<file path="config.mk">
export PLATFORM = sky130hd
export DESIGN_NAME = serial_adder_ctrl
export DESIGN_NICKNAME = d
export VERILOG_FILES = /design/src/rtl/serial_adder_ctrl_pkg.sv /design/src/rtl/serial_adder_ctrl_fa.sv /design/src/rtl/serial_adder_ctrl.sv
export SDC_FILE = /design/constraint.sdc
export NUM_CORES = 1
export LEC_CHECK = 0
export ABC_AREA = 1
export CAP_MARGIN = 20
export CELL_PAD_IN_SITES_DETAIL_PLACEMENT = 1
export CELL_PAD_IN_SITES_GLOBAL_PLACEMENT = 1
export CORE_ASPECT_RATIO = 0.7
export CORE_UTILIZATION = 38
export CTS_CLUSTER_DIAMETER = 50
export DETAILED_ROUTE_END_ITERATION = 7
export PLACE_DENSITY_LB_ADDON = 0.1
export SLEW_MARGIN = 40
export SYNTH_ARGS = -nofsm -noshare
export SYNTH_HDL_FRONTEND = slang
export SYNTH_SLANG_ARGS = --single-unit
</file>
<file path="constraint.sdc">
create_clock -name clk -period 1.41 [get_ports clk]
set_input_delay 0.282 -clock clk [delete_from_list [all_inputs] [get_ports clk]]
set_output_delay 0.282 -clock clk [all_outputs]
set_load 0.05 [all_outputs]
</file>
<file path="src/rtl/serial_adder_ctrl_pkg.sv">
// Shared definitions for the bit-serial adder sequencer.
// State codes and the default operand width.
package serial_adder_ctrl_pkg;

  localparam int DEF_WIDTH = 8;

  localparam logic [1:0] ST_IDLE = 2'd0;
  localparam logic [1:0] ST_RUN  = 2'd1;
  localparam logic [1:0] ST_DONE = 2'd2;

  typedef enum logic [1:0] {
    IDLE = ST_IDLE,
    RUN  = ST_RUN,
    DONE = ST_DONE
  } state_e;

endpackage

</file>
<file path="src/rtl/serial_adder_ctrl_fa.sv">
// One-bit full adder, reused as the serial datapath
// of the low-area add unit.
module fullAdder_1bit (
  input  logic a_i,
  input  logic b_i,
  input  logic c_i,
  output logic s_o,
  output logic c_o
);

  logic p;

  assign p   = a_i ^ b_i;
  assign s_o = p ^ c_i;
  assign c_o = (a_i & b_i) | (c_i & p);

endmodule

</file>
<file path="src/rtl/serial_adder_ctrl.sv">
// Bit-serial adder: one full adder stepped LSB first
// over WIDTH cycles, with start/ready/done handshake.
module serial_adder_ctrl
  import serial_adder_ctrl_pkg::*;
#(
  parameter int WIDTH = DEF_WIDTH
) (
  input  logic             clk,
  input  logic             rst_n,
  input  logic             start,
  input  logic [WIDTH-1:0] a,
  input  logic [WIDTH-1:0] b,
  input  logic             cin,
  output logic             ready,
  output logic             busy,
  output logic             done,
  output logic [WIDTH-1:0] sum,
  output logic             cout,
  output logic             ovf
);

  localparam int CNT_W = $clog2(WIDTH);
  localparam logic [CNT_W-1:0] CNT_LAST =
    CNT_W'(WIDTH - 1);

  state_e           state_q, state_d;
  logic [CNT_W-1:0] cnt_q, cnt_d;
  logic [WIDTH-1:0] opa_q, opa_d;
  logic [WIDTH-1:0] opb_q, opb_d;
  logic [WIDTH-1:0] res_q, res_d;
  logic             carry_q, carry_d;
  logic [WIDTH-1:0] sum_q, sum_d;
  logic             cout_q, cout_d;
  logic             ovf_q, ovf_d;

  logic             fa_s;
  logic             fa_co;
  logic [WIDTH-1:0] res_sh;

  fullAdder_1bit u_fa (
    .a_i (opa_q[0]),
    .b_i (opb_q[0]),
    .c_i (carry_q),
    .s_o (fa_s),
    .c_o (fa_co)
  );

  assign res_sh = {fa_s, res_q[WIDTH-1:1]};

  always_comb begin
    state_d = state_q;
    cnt_d   = cnt_q;
    opa_d   = opa_q;
    opb_d   = opb_q;
    res_d   = res_q;
    carry_d = carry_q;
    sum_d   = sum_q;
    cout_d  = cout_q;
    ovf_d   = ovf_q;
    unique case (state_q)
      IDLE: begin
        if (start) begin
          opa_d   = a;
          opb_d   = b;
          carry_d = cin;
          res_d   = '0;
          cnt_d   = '0;
          state_d = RUN;
        end
      end
      RUN: begin
        opa_d   = opa_q >> 1;
        opb_d   = opb_q >> 1;
        res_d   = res_sh;
        carry_d = fa_co;
        if (cnt_q == CNT_LAST) begin
          // carry_q is the carry into the MSB here
          sum_d   = res_sh;
          cout_d  = fa_co;
          ovf_d   = carry_q ^ fa_co;
          cnt_d   = '0;
          state_d = DONE;
        end else begin
          cnt_d = cnt_q + CNT_W'(1);
        end
      end
      DONE: begin
        state_d = IDLE;
      end
      default: begin
        state_d = IDLE;
        cnt_d   = '0;
      end
    endcase
  end

  always_ff @(posedge clk or negedge rst_n) begin
    if (!rst_n) begin
      state_q <= IDLE;
      cnt_q   <= '0;
      opa_q   <= '0;
      opb_q   <= '0;
      res_q   <= '0;
      carry_q <= 1'b0;
      sum_q   <= '0;
      cout_q  <= 1'b0;
      ovf_q   <= 1'b0;
    end else begin
      state_q <= state_d;
      cnt_q   <= cnt_d;
      opa_q   <= opa_d;
      opb_q   <= opb_d;
      res_q   <= res_d;
      carry_q <= carry_d;
      sum_q   <= sum_d;
      cout_q  <= cout_d;
      ovf_q   <= ovf_d;
    end
  end

  assign ready = (state_q == IDLE);
  assign busy  = (state_q == RUN);
  assign done  = (state_q == DONE);
  assign sum   = sum_q;
  assign cout  = cout_q;
  assign ovf   = ovf_q;

endmodule

</file>
# After elaboration in Yosys (flattened, before gate mapping)
# Cells that the tools add are included.
[op_classes]
addsub = 1
n_mul = 0
div_mod_pow = 0
order_cmp = 0
eq_ne = 5
shift = 0
muxes = 14
bitwise_logic = 7
reduce_logical = 6
[op_table]
columns = ["op", "count"]
rows = [
  ["$pmux W8 S2", 3],
  ["$mux W8", 3],
  ["$pmux W3 S3", 1],
  ["$reduce_and A2 Y1", 4],
  ["$mux W3", 2],
  ["$mux W2", 2],
  ["$pmux W2 S2", 1],
  ["$add A3 B1 Y3 const B", 1],
  ["$eq A3 B3 Y1 const B", 1],
  ["$xor A1 B1 Y1", 3],
  ["$and A1 B1 Y1", 2],
  ["$eq A2 B1 Y1 const B", 1],
  ["$eq A2 B2 Y1 const B", 1],
  ["$logic_not A2 Y1", 1],
  ["$ne A2 B1 Y1 const B", 1],
  ["$ne A2 B2 Y1 const B", 1],
  ["$pmux W1 S2", 1],
  ["$reduce_bool A2 Y1", 1],
  ["$mux W1", 1],
  ["$not A1 Y1", 1],
  ["$or A1 B1 Y1", 1],
]
[totals]
ff_bits = 40
latchBits = 0
mem_bits_rw = 0
rom_bits = 0
inputBits = 20
out_inout_bits = 13
word_cells = 42
memories = 0

# Longest topological paths before layout
[depth]
word_depth = 4
ltp_mapped = 7
depth_no_buf = 6

# Cells and area by module
# A second synthesis with hierarchy kept.
[hier_totals]
cells_unflattened = 220
area_unflattened_um2 = 1961.9
[by_module_without_submodules]
columns = ["module", "instances", "cells_per_inst", "area_each_um2", "seq_area_each_um2"]
rows = [
  ["serial_adder_ctrl", 1, 219, 1941.9, 975.9],
  ["fullAdder_1bit", 1, 1, 20.0, 0.0],
]

# Worst setup path before layout
# OpenSTA, ideal clock, no wires.
[synth_timing]
path_type = "register to output"
startpoint = "register state_q[1]"
endpoint = "output done"
arrival_ps = 1360
t_required_ps = 1128
slack_ps = -232
stages_incl_launch_ff = 4
path_buffers = 1
cell_sequence = "dfrtp_1 -> inv_2 -> buf_1 -> nor2_1"
[synth_between]
elab_chain_cells = 1
[synth_lines]
columns = ["item", "line_no", "text"]
rows = [
  ["start, declared", "serial_adder_ctrl.sv:26", "state_e state_q, state_d;"],
  ["start signal, assigned", "serial_adder_ctrl.sv:109", "state_q <= state_d;"],
  ["$eq A2 B2 Y1", "serial_adder_ctrl.sv:123", "assign done = (state_q == DONE);"],
  ["end, declared", "serial_adder_ctrl.sv:16", "output logic done,"],
]
# No other way between the ends.

# Final worst setup path
# Same ends and word-level chain as after synthesis.

==> key figures <==
Outcome
  – Outcome: complete, but fails checks
  – Failing checks: negative setup slack

Run
  – MaxCap Viol Count: 0

Global route
  – Met2 Track Usage GR: 35.8%
  – Grt total ovfl: 0
  – Number of global-route vias before repair: 1,737
  – Met1 Use GR: 28.2%
  – GR Util met3: 5.44%
  – GRT Overall Usage: 21.5%
  – Initial antenna violation count: 0
  – GRT busiest layer: met2
  – Largest net degree at the start of global routing: 40
  – First-pass GRT wire length: 8280 um

Timing
  – Setup Skew: 0.00563 ns
  – Final setup fails: 2
  – Final Hold Viols: 0
  – Unrepaired setup endpoints after global routing: yes
  – Rel. slew slack: 81.9%
  – Smallest hold slack: 0.476 ns
  – Worst slew pin tran: 0.271 ns
  – Setup ws final: -0.0432 ns
  – Achievable Freq: 688 MHz
  – Crit path time final: 1.45 ns
  – Final Cycle Share: 103%
  – Slew Viols, Final: 0

Drt
  – Starting DRT DRC Count: 72
  – Via count: 1,622
  – DRC errors left: 0
  – DR vias/cell: 5.02
  – Total wire length: 4930 um
  – First-pass DRT Iterations: 4
  – Post-route ant nets: 0
  – Post-DR wirelength/cell: 15.3 um

Setup path
  – CP max stage cell: dfrtp_2
  – Crit-path cells: inv_4, buf_12, nor2_4, buf_12
  – Crit end category: output pin
  – Startpoint Class: flip-flop
  – Worst EP arrival: 1.17 ns
  – Crit Path Class: flip-flop to output pin
  – Buf/Inv on CP: 3
  – Most frequent CP cell: buf_12
  – Worst EP required: 1.13 ns
  – Crit path max-delay family: flip-flops
  – CP max stage delay: 0.46 ns
  – Crit-path max FO: 3

CTS
  – TritonCTS clock tree: done
  – Worst-skew pair later-pin latency: 0.29 ns
  – Reg clk slew, reported paths: 0.07 ns
  – CTS buffer count: 5
  – H-tree depth: 2
  – Clock Sinks: 39
  – Root Buffer: clkbuf_8
  – CTS Buffer Depth: 2

Power and ir drop
  – PwrDens: 2370 mW/mm^2
  – Peak VDD IR: 1.53 mV
  – Design Power: 6210 uW
  – Leak Pwr: 0.00131 uW

Logic synthesis
  – Mapped Cells: 216
  – Syn. warnings: 0
  – Mean area per synthesized cell: 8.57 um^2
  – Mapped Area: 0.00185 mm^2
  – Synth cell types: 19
  – Syn Nets: 239
  – FF+latch count, synth: 39
  – Fraction of the yosys area taken by sequential cells: 52.7%

Floorplan
  – Initial Util: 41.1%
  – Row cnt: 20
  – I/O pins: 33
  – Die Y: 60.4 um
  – Die ar.: 0.00516 mm^2
  – Die Wd: 85.4 um
  – Area of the core: 0.00450 mm^2

Final layout
  – Area Overhead vs Synth: 41.9%
  – Share of layout cells above drive strength 1: 22.8%
  – Fin nets: 290
  – Diode count: 0

Min path
  – HP Class: input pin to asynchronous set/reset pin

Place
  – RePlAce Congestion: 0.754
  – Port Buf Inserts: 32
  – Hpwl dp: 3380 um
state kept, by name (all words and copies together), names as in the netlist:
name / flops
carry_q: 1
cnt_q: 3
cout: 1
opa_q: 8
opb_q: 8
ovf: 1
res_q: 7
state_q: 2
sum: 8
synth_stat cells:
cell type | n | share of area, %
nand2_1 | 55 | 11
nand4_1 | 3 | 1.0
xor2_1 | 1 | 0.47
o21ai_2 | 8 | 3.8
nand3_1 | 47 | 13
nand2_4 | 2 | 1.2
buf_2 | 5 | 1.4
fa_1 | 1 | 1.1
buf_4 | 2 | 0.81
clkbuf_1 | 1 | 0.20
buf_6 | 2 | 1.2
o21ai_0 | 11 | 3.0
nor2_1 | 3 | 0.61
nor2_4 | 1 | 0.61
ha_1 | 2 | 1.4
inv_1 | 30 | 6.1
dfrtp_1 | 39 | 53
inv_2 | 2 | 0.41
buf_1 | 1 | 0.20
final cells by class:
class	instances	area, um^2
multi-input cells	134	713
well taps	55	68.8
inverters	32	123
repair buffers	55	662
fillers	507	1880
clock buffers	7	76.3
flip-flops and latches	39	978
clock inverters	1	5.00
final timing paths:
kind	from	end	slack, ns	cells past startpoint
min in group clk	res_q[3]$_DFFE_PN0P_	res_q[2]$_DFFE_PN0P_	0.48	2
worst min-delay path	rst_n	res_q[7]$_DFFE_PN0P_	0.48	3
worst min register to register	res_q[3]$_DFFE_PN0P_	res_q[2]$_DFFE_PN0P_	0.48	2
worst max-delay path	state_q[1]$_DFFE_PN0P_	done	-0.04	4
worst max register to register	state_q[1]$_DFFE_PN0P_	res_q[3]$_DFFE_PN0P_	0.04	7
max in group asynchronous	rst_n	state_q[0]$_DFFE_PN0P_	0.71	3
routing by layer:
metal	wire, um	vias to the layer above	share of wire [%]
li1	-	783	-
met1	2430	798	49
met4	48	0	0.97
met3	214	7	4.3
met5	0	-	0
met2	2230	34	45
placed cells by master (no fill, tap or decap), drive strengths merged:
| cell | netlist | final |
|---|---|---|
| fa | 1 | 1 |
| nand3 | 47 | 47 |
| inv | 32 | 32 |
| buf | 10 | 36 |
| clkbuf | 1 | 7 |
| xor2 | 1 | 1 |
| dlygate4sd3 | 0 | 1 |
| nor2 | 4 | 4 |
| nand2 | 57 | 57 |
| o21ai | 19 | 19 |
| clkinv | 0 | 1 |
| dfrtp | 39 | 39 |
| clkdlybuf4s50 | 0 | 18 |
| ha | 2 | 2 |
| nand4 | 3 | 3 |
cell families after synthesis:
| group | synth area share (%) |
|---|---|
| xor gates and xnor gates | 0.473 |
| DFF | 52.7 |
| adders and majority gates | 2.43 |
| and+or+nand+nor | 27.3 |
| buffers and inverters | 10.3 |
| AOI/OAI and AO/OA | 6.76 |
where the power goes:
part	switching [uW]	total (uW)	internal, uW
clock network	388	735	347
logic	1890	3440	1550
registers	407	2040	1630
tightest hold or removal path: stages:
cell and delay (ns):
dlygate4sd3_1 0.51, buf_2 0.12, buf_12 0.22
through the flow:
step / cells / setup WS (ns) / TNS, ns / util (%) / area [um^2]
5_1_grt: 323 / -0.0862 / -0.246 / 58.3 / 2630
2_1_floorplan: 216 / -0.0298 / -0.0298 / - / 1860
4_1_cts: 322 / -0.0499 / -0.127 / 57.6 / 2590
6_report: 323 / -0.0432 / -0.0809 / 58.3 / 2630
3_5_place_dp: 308 / -0.0252 / -0.0317 / 54.3 / 2440
3_3_place_gp: 308 / 0.0406 / 0 / 54.3 / 2440
what timing repair did:
item / CTS / global route
hold buffers: 1 / 0
setup endpoints to repair: 4 / 18
hold endpoints to repair: 39 / 0
buffers inserted: 5 / 1
resized for setup: 6 / 11
pin swaps: 2 / 3
No activity file was read; power rests on OpenSTA's default activity.
==> edit 1: new RTL, config.mk and constraints unchanged <==
Set the package constant `DEF_WIDTH` to 16 (it was 8).
--- a/src/rtl/serial_adder_ctrl_pkg.sv
+++ b/src/rtl/serial_adder_ctrl_pkg.sv
@@ -3,5 +3,5 @@
 package serial_adder_ctrl_pkg;
 
-  localparam int DEF_WIDTH = 8;
+  localparam int DEF_WIDTH = 16;
 
   localparam logic [1:0] ST_IDLE = 2'd0;
Ports: changed (resized a, b and sum); port bits go from 33 to 57. The function was not compared with the original's and may differ.
==> edit 1 against the original RTL <==
- the flow still finishes with violations (setup timing)
- total power is 89% higher
- setup slack worse by 0.022 ns
- cell area rose by 81%
- non-clock buffer count rose by 29
- routed wire length is 86% higher
- sequential cell count is 33 higher
- synthesized area up 77%
==> edit 1: results (changes against the original RTL) <==
- Distinct cell type count after synthesis: 23 (+4)
- Leading post-synthesis cells by cell area: sky130_fd_sc_hd__dfrtp_1, sky130_fd_sc_hd__nand2_1, sky130_fd_sc_hd__inv_1
- Commonest cells in the synthesized netlist: sky130_fd_sc_hd__nand2_1, sky130_fd_sc_hd__dfrtp_1, sky130_fd_sc_hd__inv_1
- Wire length of the first global-routing pass: 14000 um (+68%)
- Lkg Pwr: 2.31 nW (+77%)
- Post-place instance area: 4220 um2 (+73%)
- Post-DR wirelength/cell: 15.7 um (+3.1%)
- FF-to-FF End: opa_q[4]$_DFFE_PN0P_
- PnR worst setup slack: -0.0653 ns (-0.0221 ns)
- Number of H-tree levels: 3 (+1)
- Maximum vdd drop: 0.887 mV (-42%)
- Largest net degree at the start of global routing: 54 (+35%)
- Overall routing resource usage: 20.2% (-1.3 points)
- GR met1 Demand/Resource: 26.2% (-2.0 points)
- Clock insertion delay at the later pin of the skew report: 0.33 ns (+0.04 ns)
- Seq/Total Area, Yosys: 55.2% (+2.4 points)
- Switching part of the total: 40.1% (-3.1 points)
- Last weighted congestion value of the routability-driven placer: 0.711 (-5.7%)
- Root cell of the clock tree: sky130_fd_sc_hd__clkbuf_16
- Slew at the pin closest to its max-slew limit: 0.370 ns (+0.0998 ns)
- Met3 track demand over resource: 6.15% (+0.71 points)
- Final Skew: 0.00556 ns (-0.0000684 ns)
- Setup Buffers After CTS: 4 (-1)
- Status: complete, but fails checks
- Critical Path Sink: busy
- Arrival time reported for the critical path endpoint: 1.19 ns (+0.02 ns)
- Routing usage on met2: 33.3% (-2.4 points)
- M1 WL: 4170 um (+72%)
- Post-Syn Nets: 440 (+84%)
- Resized cells post-CTS: 9 (+3)
- Setup violators final: 3 (+1)
- Violated checks: setup timing
- Metal3 WL: 361 um (+69%)
==> edit 1: cell types whose count changed in the layout (fill, tap and decap cells not counted), sizes merged, moves of 8 or more <==
cell | unedited run | this run
nand2 | 57 | 145
nand3 | 47 | 9
o21ai | 19 | 53
dfrtp | 39 | 72
nor2 | 4 | 32
inv | 32 | 51
clkdlybuf4s50 | 18 | 34
o22ai | 0 | 13
buf | 36 | 46
clkbuf | 7 | 15
==> edit 1: power by group through the flow <==
| stage | Combinational [mW] | Clock (mW) | Sequential (mW) |
|---|---|---|---|
| 2_1_floorplan | 2.22 | 0 | 4.44 |
| 3_3_place_gp | 4.93 | 0 | 3.78 |
| 3_5_place_dp | 5.10 | 0 | 3.82 |
| 4_1_cts | 5.28 | 2.28 | 3.81 |
| 5_1_grt | 6.19 | 2.36 | 3.96 |
| 6_report | 5.69 | 2.24 | 3.83 |
==> edit 1: logic make-up after synthesis <==
group	count (synthesis)	synth area share (%)
compound gates	67	10.8
xor+xnor	1	0.268
simple gates	188	22.9
buf+inv	72	9.96
fa+ha+maj	2	0.996
flops	72	55.2
==> edit 1: per-stage QoR <==
stage	cells	setup slack, ns	TNS (ns)	utilization (%)
after floorplan	402	0.0199	0	-
after global placement	553	-0.0400	-0.825	52.0
after detailed placement	553	-0.119	-2.97	52.0
after CTS	573	-0.0422	-0.119	56.4
after global routing	582	-0.0965	-0.365	58.5
final	582	-0.0653	-0.113	58.5
==> edit 1: final cells by class <==
type	count	area [um2]	area share [%]
well taps	101	126	2.66
multi-input cells	259	1200	25.4
flip-flops and latches	72	1800	38.0
clock inverters	3	42.5	0.897
inverters	51	196	4.14
clock buffers	12	246	5.20
repair buffers	84	1120	23.7
==> edit 2: new RTL, same flow settings <==
Made on the original files. Put one more register stage on the output `ovf`, with the module's reset. The value now appears one clock later. The other outputs are not delayed to match.
--- a/src/rtl/serial_adder_ctrl.sv
+++ b/src/rtl/serial_adder_ctrl.sv
@@ -124,5 +124,11 @@
   assign sum   = sum_q;
   assign cout  = cout_q;
-  assign ovf   = ovf_q;
+  always_ff @(posedge clk or negedge rst_n) begin
+    if (!rst_n) begin
+      ovf <= '0;
+    end else begin
+      ovf <= ovf_q;
+    end
+  end
 
 endmodule
Formal check against the unedited RTL: not equivalent (Yosys sat finds a counterexample within 10 cycles, from zero or initial values and one cycle with rst_n low).
==> edit 2 against the original RTL <==
- critical path depth fell by 1
- total power is 7.8% lower
- first-iteration DRC count shrank 11%
- sequential share of layout area is 3.6 points higher
- global-route usage down 2.0 points
- cell area decreased by 6.6%
- routed wire length is 13% lower
- synthesized area decreased by 4.5%
- synthesized cell count shrank 11%
- sequential cell count up 1
- setup slack better by 0.044 ns
- maximum frequency increased by 3.1%
- non-clock buffer count is 7 lower
- largest cell class unchanged
==> edit 2: results (changes against the original RTL) <==
- Status: completed
- Detailed Route Iter0 Violations: 64 (-11%)
- Layout cells sized above 1: 20.5% (-2.3 points)
- Slew margin rel.: 85.2% (+3.3 points)
- Total placed cells including tap cells: 281 (-8.8%)
- Largest net degree at the start of global routing: 41 (+2.5%)
- Final Skew: 0.00626 ns (+0.000634 ns)
- Vias after detailed routing: 1455 (-10%)
- Sequential standard cell area: 1000 um2 (+2.4%)
- Post-place instance area: 2320 um2 (-5.1%)
- Overall routing resource usage: 19.5% (-2.0 points)
- Stage delay of the slowest cell on the critical path: 0.43 ns (-0.03 ns)
- Worst-path maximum fanout: 6 (+3)
- Seq/Total Area, Yosys: 56.7% (+3.9 points)
- Last weighted congestion value of the routability-driven placer: 0.787 (+4.4%)
- Switching power: 2.38 mW (-11%)
- Commonest cells in the synthesized netlist: sky130_fd_sc_hd__nand2_1, sky130_fd_sc_hd__nand3_1, sky130_fd_sc_hd__dfrtp_1
- Placed wire-length estimate after detailed placement: 3040 um (-10%)
- Setup violators final: 0 (-2)
- Vias in the first global route: 1554 (-11%)
- Arrival time reported for the critical path endpoint: 1.13 ns (-0.04 ns)
- Hold WC Path Type: reg -> reg
- Post-synthesis share of cell area spent on xor and xnor gates: 0.496% (+0.022 points)
- Fin nets: 261 (-10%)
- Post-Syn Nets: 215 (-10%)
- Adder-cell area share of the yosys netlist: 2.55% (+0.12 points)
- Maximum vdd drop: 1.16 mV (-25%)
edit 2: cell count changes in the layout (fill, tap and decap cells not counted), moves of 2 or more:
cell,before,now
sky130_fd_sc_hd__inv_1,30,13
sky130_fd_sc_hd__o21ai_1,5,0
sky130_fd_sc_hd__buf_4,18,14
sky130_fd_sc_hd__buf_12,16,14
sky130_fd_sc_hd__dfrtp_1,37,39
sky130_fd_sc_hd__o21ai_0,6,8
edit 2: area by class of cell:
type                            count  area share [%]
Timing Repair Buffer               48            23.7
Tap cell                           55            2.81
Multi-Input combinational cell    128            26.7
Inverter                           15            2.30
Sequential cell                    40            40.9
Clock buffer                        8            3.67
edit 2: what timing repair did:
item                       4_1_cts  5_1_grt
gates resized for setup          2        0
hold endpoints to repair        40        0
hold buffers                     1        0
pin swaps                        1        0
setup endpoints to repair        3        3
buffers inserted                 4        0
edit 2: power groups by stage:
| stage | Clock (mW) | Sequential [mW] | Combinational, mW |
|---|---|---|---|
| 2_1_floorplan | 0 | 2.38 | 1.25 |
| 3_3_place_gp | 0 | 2.02 | 2.79 |
| 3_5_place_dp | 0 | 2.05 | 2.87 |
| 4_1_cts | 0.811 | 2.04 | 2.96 |
| 5_1_grt | 0.845 | 2.10 | 3.17 |
| 6_report | 0.782 | 2.03 | 2.92 |
edit 2: final timing paths:
| path | startpoint | end | slack (ns) | cells after the start |
|---|---|---|---|---|
| max | state_q[0]$_DFFE_PN0P_ | busy | 0.0008 | 3 |
| min | ovf_q$_DFFE_PN0P_ | ovf$_DFF_PN0_ | 0.38 | 0 |
| max reg2reg | state_q[0]$_DFFE_PN0P_ | cnt_q[0]$_DFFE_PN0P_ | 0.07 | 6 |
| min reg2reg | ovf_q$_DFFE_PN0P_ | ovf$_DFF_PN0_ | 0.38 | 0 |
| max in group asynchronous | rst_n | state_q[0]$_DFFE_PN0P_ | 0.72 | 3 |
| min in group asynchronous | rst_n | opb_q[1]$_DFFE_PN0P_ | 0.49 | 3 |
edit 2: per-stage QoR:
stage	worst slack (ns)	hold WS, ns
CTS	-0.00416	0.381
global placement	0.0731	0.268
floorplan	0.172	-0.0136
global route	-0.0578	0.407
finish	0.000841	0.380
detailed placement	0.0177	0.271
edit 2: cells by family (layout without fill, tap and decap cells):
logic type	Yosys count	in the layout
AO/OA/AOI/OAI	15	15
XOR/XNOR	1	1
adder cells (fa/ha/maj)	3	3
buffers and inverters	24	71
flip-flops	40	40
AND/OR/NAND/NOR	109	109
edit 2: routing by layer:
layer | global-route usage, % | routed length (um)
met1 | 26.1 | 2110
met2 | 31.5 | 2020
met3 | 4.74 | 114
met4 | 7.26 | 49
met5 | 0 | 0
